`src/rtl/hmem_bridge.sv`:
```
// hmem_bridge: splits hart line reads/writes into 64-bit memory beats, with a posted write buffer
module hmem_bridge #(
    parameter int LINE_W   = 256,
    parameter int WB_DEPTH = 2
) (
    input  logic              h_clk,
    input  logic              h_rst_n,
    input  logic [63:0]       h_addr,
    input  logic              h_rd,
    input  logic              h_wr,
    input  logic [LINE_W-1:0] h_data_out,
    output logic [LINE_W-1:0] h_data_in,
    output logic              h_dv,
    input  logic              h_amo_req,
    output logic              h_amo_ack,
    output logic [63:0]       m_addr,
    output logic              m_rd,
    output logic              m_wr,
    output logic [63:0]       m_wdata,
    input  logic              m_ready,
    input  logic [63:0]       m_rdata,
    input  logic              m_rvalid,
    output logic              wb_ovf
);
    localparam int BEATS = LINE_W / 64;
    localparam int OFS   = $clog2(LINE_W / 8);
    localparam int KW    = BEATS > 1 ? $clog2(BEATS) : 1;
    localparam int PW    = WB_DEPTH > 1 ? $clog2(WB_DEPTH) : 1;
    localparam int CW    = $clog2(WB_DEPTH + 1);
    localparam logic [63:0]   LINE_MASK = ~((64'd1 << OFS) - 64'd1);
    localparam logic [KW-1:0] LAST      = KW'(BEATS - 1);

    typedef enum logic [2:0] {IDLE, WR_BEAT, RD_BEAT, RD_WAIT, RESP} state_t;

    state_t            state, state_nx;
    logic [63:0]       wb_addr [WB_DEPTH];
    logic [LINE_W-1:0] wb_data [WB_DEPTH];
    logic [PW-1:0]     head, tail;
    logic [CW-1:0]     count;
    logic [KW-1:0]     beat;
    logic [63:0]       rd_addr;
    logic [LINE_W-1:0] line_buf;
    logic [63:0]       line_addr, beat_ofs;
    logic              push, pop, full, empty;

    function automatic logic [PW-1:0] nxt(input logic [PW-1:0] p);
        return p == PW'(WB_DEPTH - 1) ? '0 : p + 1'b1;
    endfunction

    assign line_addr = h_addr & LINE_MASK;
    assign beat_ofs  = 64'(beat) << 3;
    assign full      = count == CW'(WB_DEPTH);
    assign empty     = count == '0;
    assign push      = h_wr && !full;

    // Next state and memory/hart outputs; writes drain before any read starts
    always_comb begin
        state_nx  = state;
        pop       = 1'b0;
        m_rd      = 1'b0;
        m_wr      = 1'b0;
        m_addr    = '0;
        m_wdata   = '0;
        h_dv      = 1'b0;
        h_data_in = '0;
        case (state)
            IDLE: state_nx = !empty ? WR_BEAT : h_rd ? RD_BEAT : IDLE;
            WR_BEAT: begin
                m_wr     = 1'b1;
                m_addr   = wb_addr[head] + beat_ofs;
                m_wdata  = wb_data[head][64*beat +: 64];
                pop      = m_ready && beat == LAST;
                state_nx = pop ? IDLE : WR_BEAT;
            end
            RD_BEAT: begin
                m_rd     = 1'b1;
                m_addr   = rd_addr + beat_ofs;
                state_nx = m_ready ? RD_WAIT : RD_BEAT;
            end
            RD_WAIT: state_nx = !m_rvalid ? RD_WAIT : beat == LAST ? RESP : RD_BEAT;
            RESP: begin
                h_dv      = 1'b1;
                h_data_in = line_buf;
                state_nx  = IDLE;
            end
            default: state_nx = IDLE;
        endcase
    end

    // State register
    always_ff @(posedge h_clk) begin
        if (!h_rst_n) state <= IDLE;
        else          state <= state_nx;
    end

    // Beat counter, latched read address and read line assembly
    always_ff @(posedge h_clk) begin
        if (!h_rst_n) begin
            beat     <= '0;
            rd_addr  <= '0;
            line_buf <= '0;
        end else begin
            if (state == IDLE && empty && h_rd) begin
                rd_addr <= line_addr;
                beat    <= '0;
            end
            if (state == WR_BEAT && m_ready) beat <= pop ? '0 : beat + 1'b1;
            if (state == RD_WAIT && m_rvalid) begin
                line_buf[64*beat +: 64] <= m_rdata;
                beat                    <= beat == LAST ? '0 : beat + 1'b1;
            end
        end
    end

    // Write buffer storage; contents need no reset since occupancy gates use
    always_ff @(posedge h_clk) begin
        if (push) begin
            wb_addr[tail] <= line_addr;
            wb_data[tail] <= h_data_out;
        end
    end

    // Write buffer pointers, occupancy and sticky overflow
    always_ff @(posedge h_clk) begin
        if (!h_rst_n) begin
            head   <= '0;
            tail   <= '0;
            count  <= '0;
            wb_ovf <= 1'b0;
        end else begin
            if (push) tail <= nxt(tail);
            if (pop) head <= nxt(head);
            count <= count + CW'(push) - CW'(pop);
            if (h_wr && full) wb_ovf <= 1'b1;
        end
    end

    // AMO grant once the bridge is idle with no posted writes, held while requested
    always_ff @(posedge h_clk) begin
        if (!h_rst_n) h_amo_ack <= 1'b0;
        else          h_amo_ack <= h_amo_req && (h_amo_ack || (state == IDLE && empty));
    end
endmodule

```
`config.mk`:
```
export PLATFORM = sky130hd
export DESIGN_NAME = hmem_bridge
export DESIGN_NICKNAME = d
export VERILOG_FILES = /design/src/rtl/hmem_bridge.sv
export SDC_FILE = /design/constraint.sdc
export NUM_CORES = 1
export LEC_CHECK = 0
export CAP_MARGIN = 10
export CORE_ASPECT_RATIO = 0.75
export CORE_MARGIN = 2
export CORE_UTILIZATION = 47
export DETAILED_ROUTE_END_ITERATION = 10
export PLACE_DENSITY = 0.77
export SLEW_MARGIN = 30
export SYNTH_ARGS = -nofsm -noshare
export SYNTH_HDL_FRONTEND = slang
export SYNTH_SLANG_ARGS = --single-unit
export TNS_END_PERCENT = 5
```
`constraint.sdc`:
```
create_clock -name h_clk -period 17.3 [get_ports h_clk]
set_clock_uncertainty 0.05 [all_clocks]
set_input_delay 3.46 -clock h_clk [delete_from_list [all_inputs] [get_ports h_clk]]
set_output_delay 3.46 -clock h_clk [all_outputs]
set_load 0.05 [all_outputs]
```
== After elaboration in Yosys (flattened, before gate mapping) ==
Memory sizes are Yosys's and may differ from the RTL's. A register that Yosys moved wholly into a read port is not among the register bits.
Index checks and enable logic that the tools add are counted.
Word-level totals
  memories kept: 2
  register bits: 326
  output and inout port bits: 389
  memory bits (writable): 630
  bits in latches: 0
  ROM bits: 0
  word-level logic and storage cells: 69
  input bits: 391
Operators by class
  $add $sub $neg: 8
  shift operators: 3
  divide/modulo/power cells: 0
  reduce and logical (&&, ||, !) cells: 13
  bitwise operators: 0
  muxes and demuxes: 28
  eq/ne operators: 6
  $lt $le $gt $ge: 0
  $mul: 0
Memory list
  wb_data: words 2, bits a word 256, read ports 1, clocked after Yosys merged registers in 1, wr ports 1, line 37  | logic [LINE_W-1:0] wb_data [WB_DEPTH];
  wb_addr: words 2, bits a word 59, read ports 1, clocked after Yosys merged registers in 1, wr ports 1, line 36  | logic [63:0] wb_addr [WB_DEPTH];
Operators with widths (count)
  $bwmux 256: 1
  $mux 256: 1
  $shift 64x34->256 const A: 1
  $shiftx 256x9->64: 1
  $shiftx 64x34->256: 1
  $add 64x5->64: 2
  $pmux 64 s2: 1
  $mux 64: 1
  $neg 8->34: 1
  $mux 1: 14
  $mux 2: 7
  $pmux 3 s4: 1
  $logic_and 1x1->1: 8
  $eq 3x2->1 const B: 2
  $mux 3: 2
  $eq 2x2->1 const B: 2
  $eq 3x1->1 const B: 1
  $eq 3x3->1 const B: 1
  $logic_not 3->1: 1
  $reduce_bool 3->1: 1
  $add 1x1->1 const B: 2
  $add 2x1->2: 1
  $add 2x1->2 const B: 1
  $logic_not 2->1: 1
  3 further kinds: 3

== Logic depth before layout (Yosys ltp) ==
  word-level depth: 6
  gate-level depth with buffers: 9
  gate-level depth less buffers: 7

== Worst setup path before layout ==
OpenSTA, ideal clock, no wires.
  kind: input -> register
  from: in h_wr
  to: mem wb_addr[0][0] (netlist name) (enable)
  setup time: 998 ps
  stages on the path: 2
  data required time: 16252 ps
  data arrival time: 16602 ps
  path buffers: 0
  setup slack: -350 ps
  cells stage by stage: nand2_1 > nor2_1
Between the ends
  cells in the longest elaborated chain, start to end: 3
RTL lines
  from (decl): line 10  | input logic h_wr,
  $logic_and 1x1->1: line 54  | assign push = h_wr && !full;
  $mux 1: line 117  | if (push) begin
  $mux 1 (not written as such): line 118  | wb_addr[tail] <= line_addr;
  to (decl): line 36
No other way between the ends.

== Worst setup path after layout ==
  from: reg beat[0]
  to: out m_wdata[62]
Between the ends
  cells in the longest elaborated chain, start to end: 2
RTL lines
  from (decl): line 40  | logic [KW-1:0] beat;
  from (signal assigned): line 107  | if (state == WR_BEAT && m_ready) beat <= pop ? '0 : beat + 1'b1;
  from (signal assigned): line 110  | beat <= beat == LAST ? '0 : beat + 1'b1;
  $shiftx 256x9->64: line 71  | m_wdata = wb_data[head][64*beat +: 64];
  $mux 64: line 66  | case (state)
  to (decl): line 19  | output logic [63:0] m_wdata,
No other way between the ends.

==> results.cfg <==
[timing]
fmax_mhz = 131
rsz0062_at_grt = no
tns_ps = 0
setup_viol = 0
worst_slew_pin_slew_ps = 1050
slew_viol_final = 0
relSlewSlack = 0.300
finalCriticalPeriod_ps = 7600
finalCritPeriodShare = 0.440
hold_viol_final = 0

[setup_path]
cp_slowest_cell = clkdlybuf4s50_1
cp_max_fo = 50
worst-r2r-setup-slack_ps = 13300
max_stage_delay_ps = 920
rr_startpoint = count[0]
worst_path_dominant_cell_family = buffers and inverters
crit_chain = buf_4 > mux4_2 > nand2_1 > a21oi_1 > clkdlybuf4s50_1
crit_path_end_kind = primary output
critPathLaunch = beat[0]
crit_arrival_ps = 4090
reg2reg_to = wb_data[0][171]
critical_path_required_ps = 13790
cp_num_buf_inv = 2
worstSetupStartpointType = register
ff2ff_path_depth = 7
worstSetupPathType = reg -> out

[cells_and_area]
final_nets = 3972
fillers = 6087
drive_gt1_frac = 0.0857
final_cell_mix = 770 x clkdlybuf4s50_1, 630 x edfxtp_1, 507 x nand2_1
final_common_cell = clkdlybuf4s50_1
area_growth_pct = 30.0

[pwr]
p_switching_mw = 1.29
combPwrFrac = 0.127
powerDensity_nw_per_um2 = 105
internal-power_mw = 3.90
vdd_drop_max_mv = 0.0995
p_sw_frac = 0.249
p_clk_frac = 0.367
seqPwrFrac = 0.507
total_power_mw = 5.20
p_leak_nw = 16.2

[logic_synthesis]
async_flop_share = 0
synth-edff-count = 630
syn_inst = 2898
synth_ff_type = edfxtp_1
ys_seq_elements = 957
ys_seq_area_frac = 0.666
synth-warning-count = 0
ys_types = 39
syn-cell-area_um2 = 38300
syn_area_per_cell_um2 = 13.2

[global_routing]
antenna_found_initial = 47
grt_max_degree = 258
grt_overflow = 0
grt_pass1_vias = 25200
grt_util_all_layers = 0.252
grt_pass1_wl_um = 159000

[drt]
dr.pass1.iters = 5
drtIter0Drc = 2417
routed_wl_um = 109000
wl_per_cell_um = 23.0
vias_per_cell = 5.47
drc = 0
vias = 25900
drtAntennaViolNets = 0

[clock_network]
h-tree-depth = 3
clkSinkCount = 957
cts.clk_slew.worst_paths_ps = 60
cts_tree = built
root_buffer = clkbuf_16
clockBufferDepth = 3
cts_buffers = 90
cts.repair.resized = 0
cts_setup_buffers = 0
hold_buffers = 0
clock_latency_ps = 640

[hold_path]
hold_path_class = reg -> reg
hold_depth = 2
holdPathEnd = line_buf[100]
hp-start = line_buf[100]

[floorplanning]
start_util = 0.475
row_count = 90
core_um2 = 80500
die_h_um = 251
die_x_um = 333
boundaryPins = 780
die_area_um2 = 83700

[placed_design]
place_congestion = 0.841
io_buffers = 771
dpl.hpwl_um = 69400

[run_status]
status = completed

[run]
drv_cap = 0
[cell usage after synthesis, types with 4 or more instances]
library cell / instances / share of area
and2_1: 264 / 0.043
edfxtp_1: 630 / 0.49
a21oi_1: 67 / 0.0088
buf_2: 65 / 0.0085
clkbuf_1: 132 / 0.013
a21boi_0: 94 / 0.018
nand2_1: 511 / 0.050
mux2i_1: 60 / 0.016
inv_1: 5 / 0.00049
a22oi_1: 60 / 0.012
dfxtp_1: 327 / 0.17
buf_1: 12 / 0.0012
nor2_1: 10 / 0.00098
and3_1: 4 / 0.00065
o21ai_0: 61 / 0.0080
a21boi_1: 162 / 0.032
nor2b_1: 60 / 0.0098
nand3_1: 199 / 0.026
ha_1: 6 / 0.0020
mux4_2: 128 / 0.075
buf_4: 14 / 0.0027
[flip-flops by register name, summed over array words and instances, names as in the netlist, named ones only]
signal,count
beat,2
count,2
h_amo_ack,1
head,1
line_buf,256
rd_addr,59
state,3
tail,1
wb_addr,118
wb_data,512
wb_ovf,1
[cell families after synthesis]
| kind of cell | count (synthesis) | share of synthesized area |
|---|---|---|
| and+or+nand+nor | 1065 | 0.134 |
| DFF | 957 | 0.666 |
| AOI/OAI and AO/OA | 448 | 0.0796 |
| buffers and inverters | 229 | 0.0262 |
| muxes | 189 | 0.0914 |
| adders and majority gates | 6 | 0.00196 |
| xor gates and xnor gates | 3 | 0.000687 |
| other | 1 | 0.0000980 |
[worst max-delay path by stage]
stage | slack, ps | endpoint | cells past startpoint
floorplan | 4990 | wb_addr[0][0] | 2
global placement | 9570 | wb_data[0][56] | 6
detailed placement | 9840 | wb_data[0][169] | 6
CTS | 9430 | m_wdata[61] | 5
global route | 9470 | m_wdata[61] | 6
finish | 9700 | m_wdata[62] | 5
[power by group through the flow]
stage,sequential (mW),clock (mW),combinational [mW]
2_1_floorplan,2.70,0,0.375
3_3_place_gp,2.67,0,0.648
3_5_place_dp,2.68,0,0.654
4_1_cts,2.63,1.94,0.658
5_1_grt,2.64,2.03,0.695
6_report,2.63,1.91,0.658
[stage by stage]
| step | instance area [um2] | util | setup WS [ps] | hold slack [ps] | cells |
|---|---|---|---|---|---|
| floorplan | 38300 | - | 4990 | 376 | 2900 |
| global placement | 46700 | 0.580 | 9570 | 382 | 4536 |
| detailed placement | 46700 | 0.580 | 9840 | 387 | 4536 |
| CTS | 49500 | 0.615 | 9430 | 396 | 4695 |
| global route | 49700 | 0.617 | 9470 | 405 | 4729 |
| finish | 49700 | 0.618 | 9700 | 393 | 4736 |
[worst reg2reg max path: cells and delay by family (launching register included)]
kind / cells / cell delay, ps
DFF: 1 / 370
and+or+nand+nor: 3 / 610
buffers and inverters: 4 / 2510
[routing by layer]
metal / vias up / track usage / routed length (um)
met3: 258 / 0.0717 / 9450
met1: 12700 / 0.312 / 41500
met2: 1077 / 0.403 / 52600
li1: 11800 / - / -
met4: 28 / 0.132 / 5070
met5: - / 0 / 187
[final cells by class]
cell class	count	area (um2)	area share
tap	1058	1320	0.0266
clock inverter	24	189	0.00380
multi-input combinational	1714	11900	0.239
sequential	957	25500	0.512
timing repair buffer	807	8120	0.163
clock buffer	135	2640	0.0530
inverter	5	20.0	0.000403
antenna	36	90.1	0.00181
Note: power is estimated with default switching activity, not from simulation.
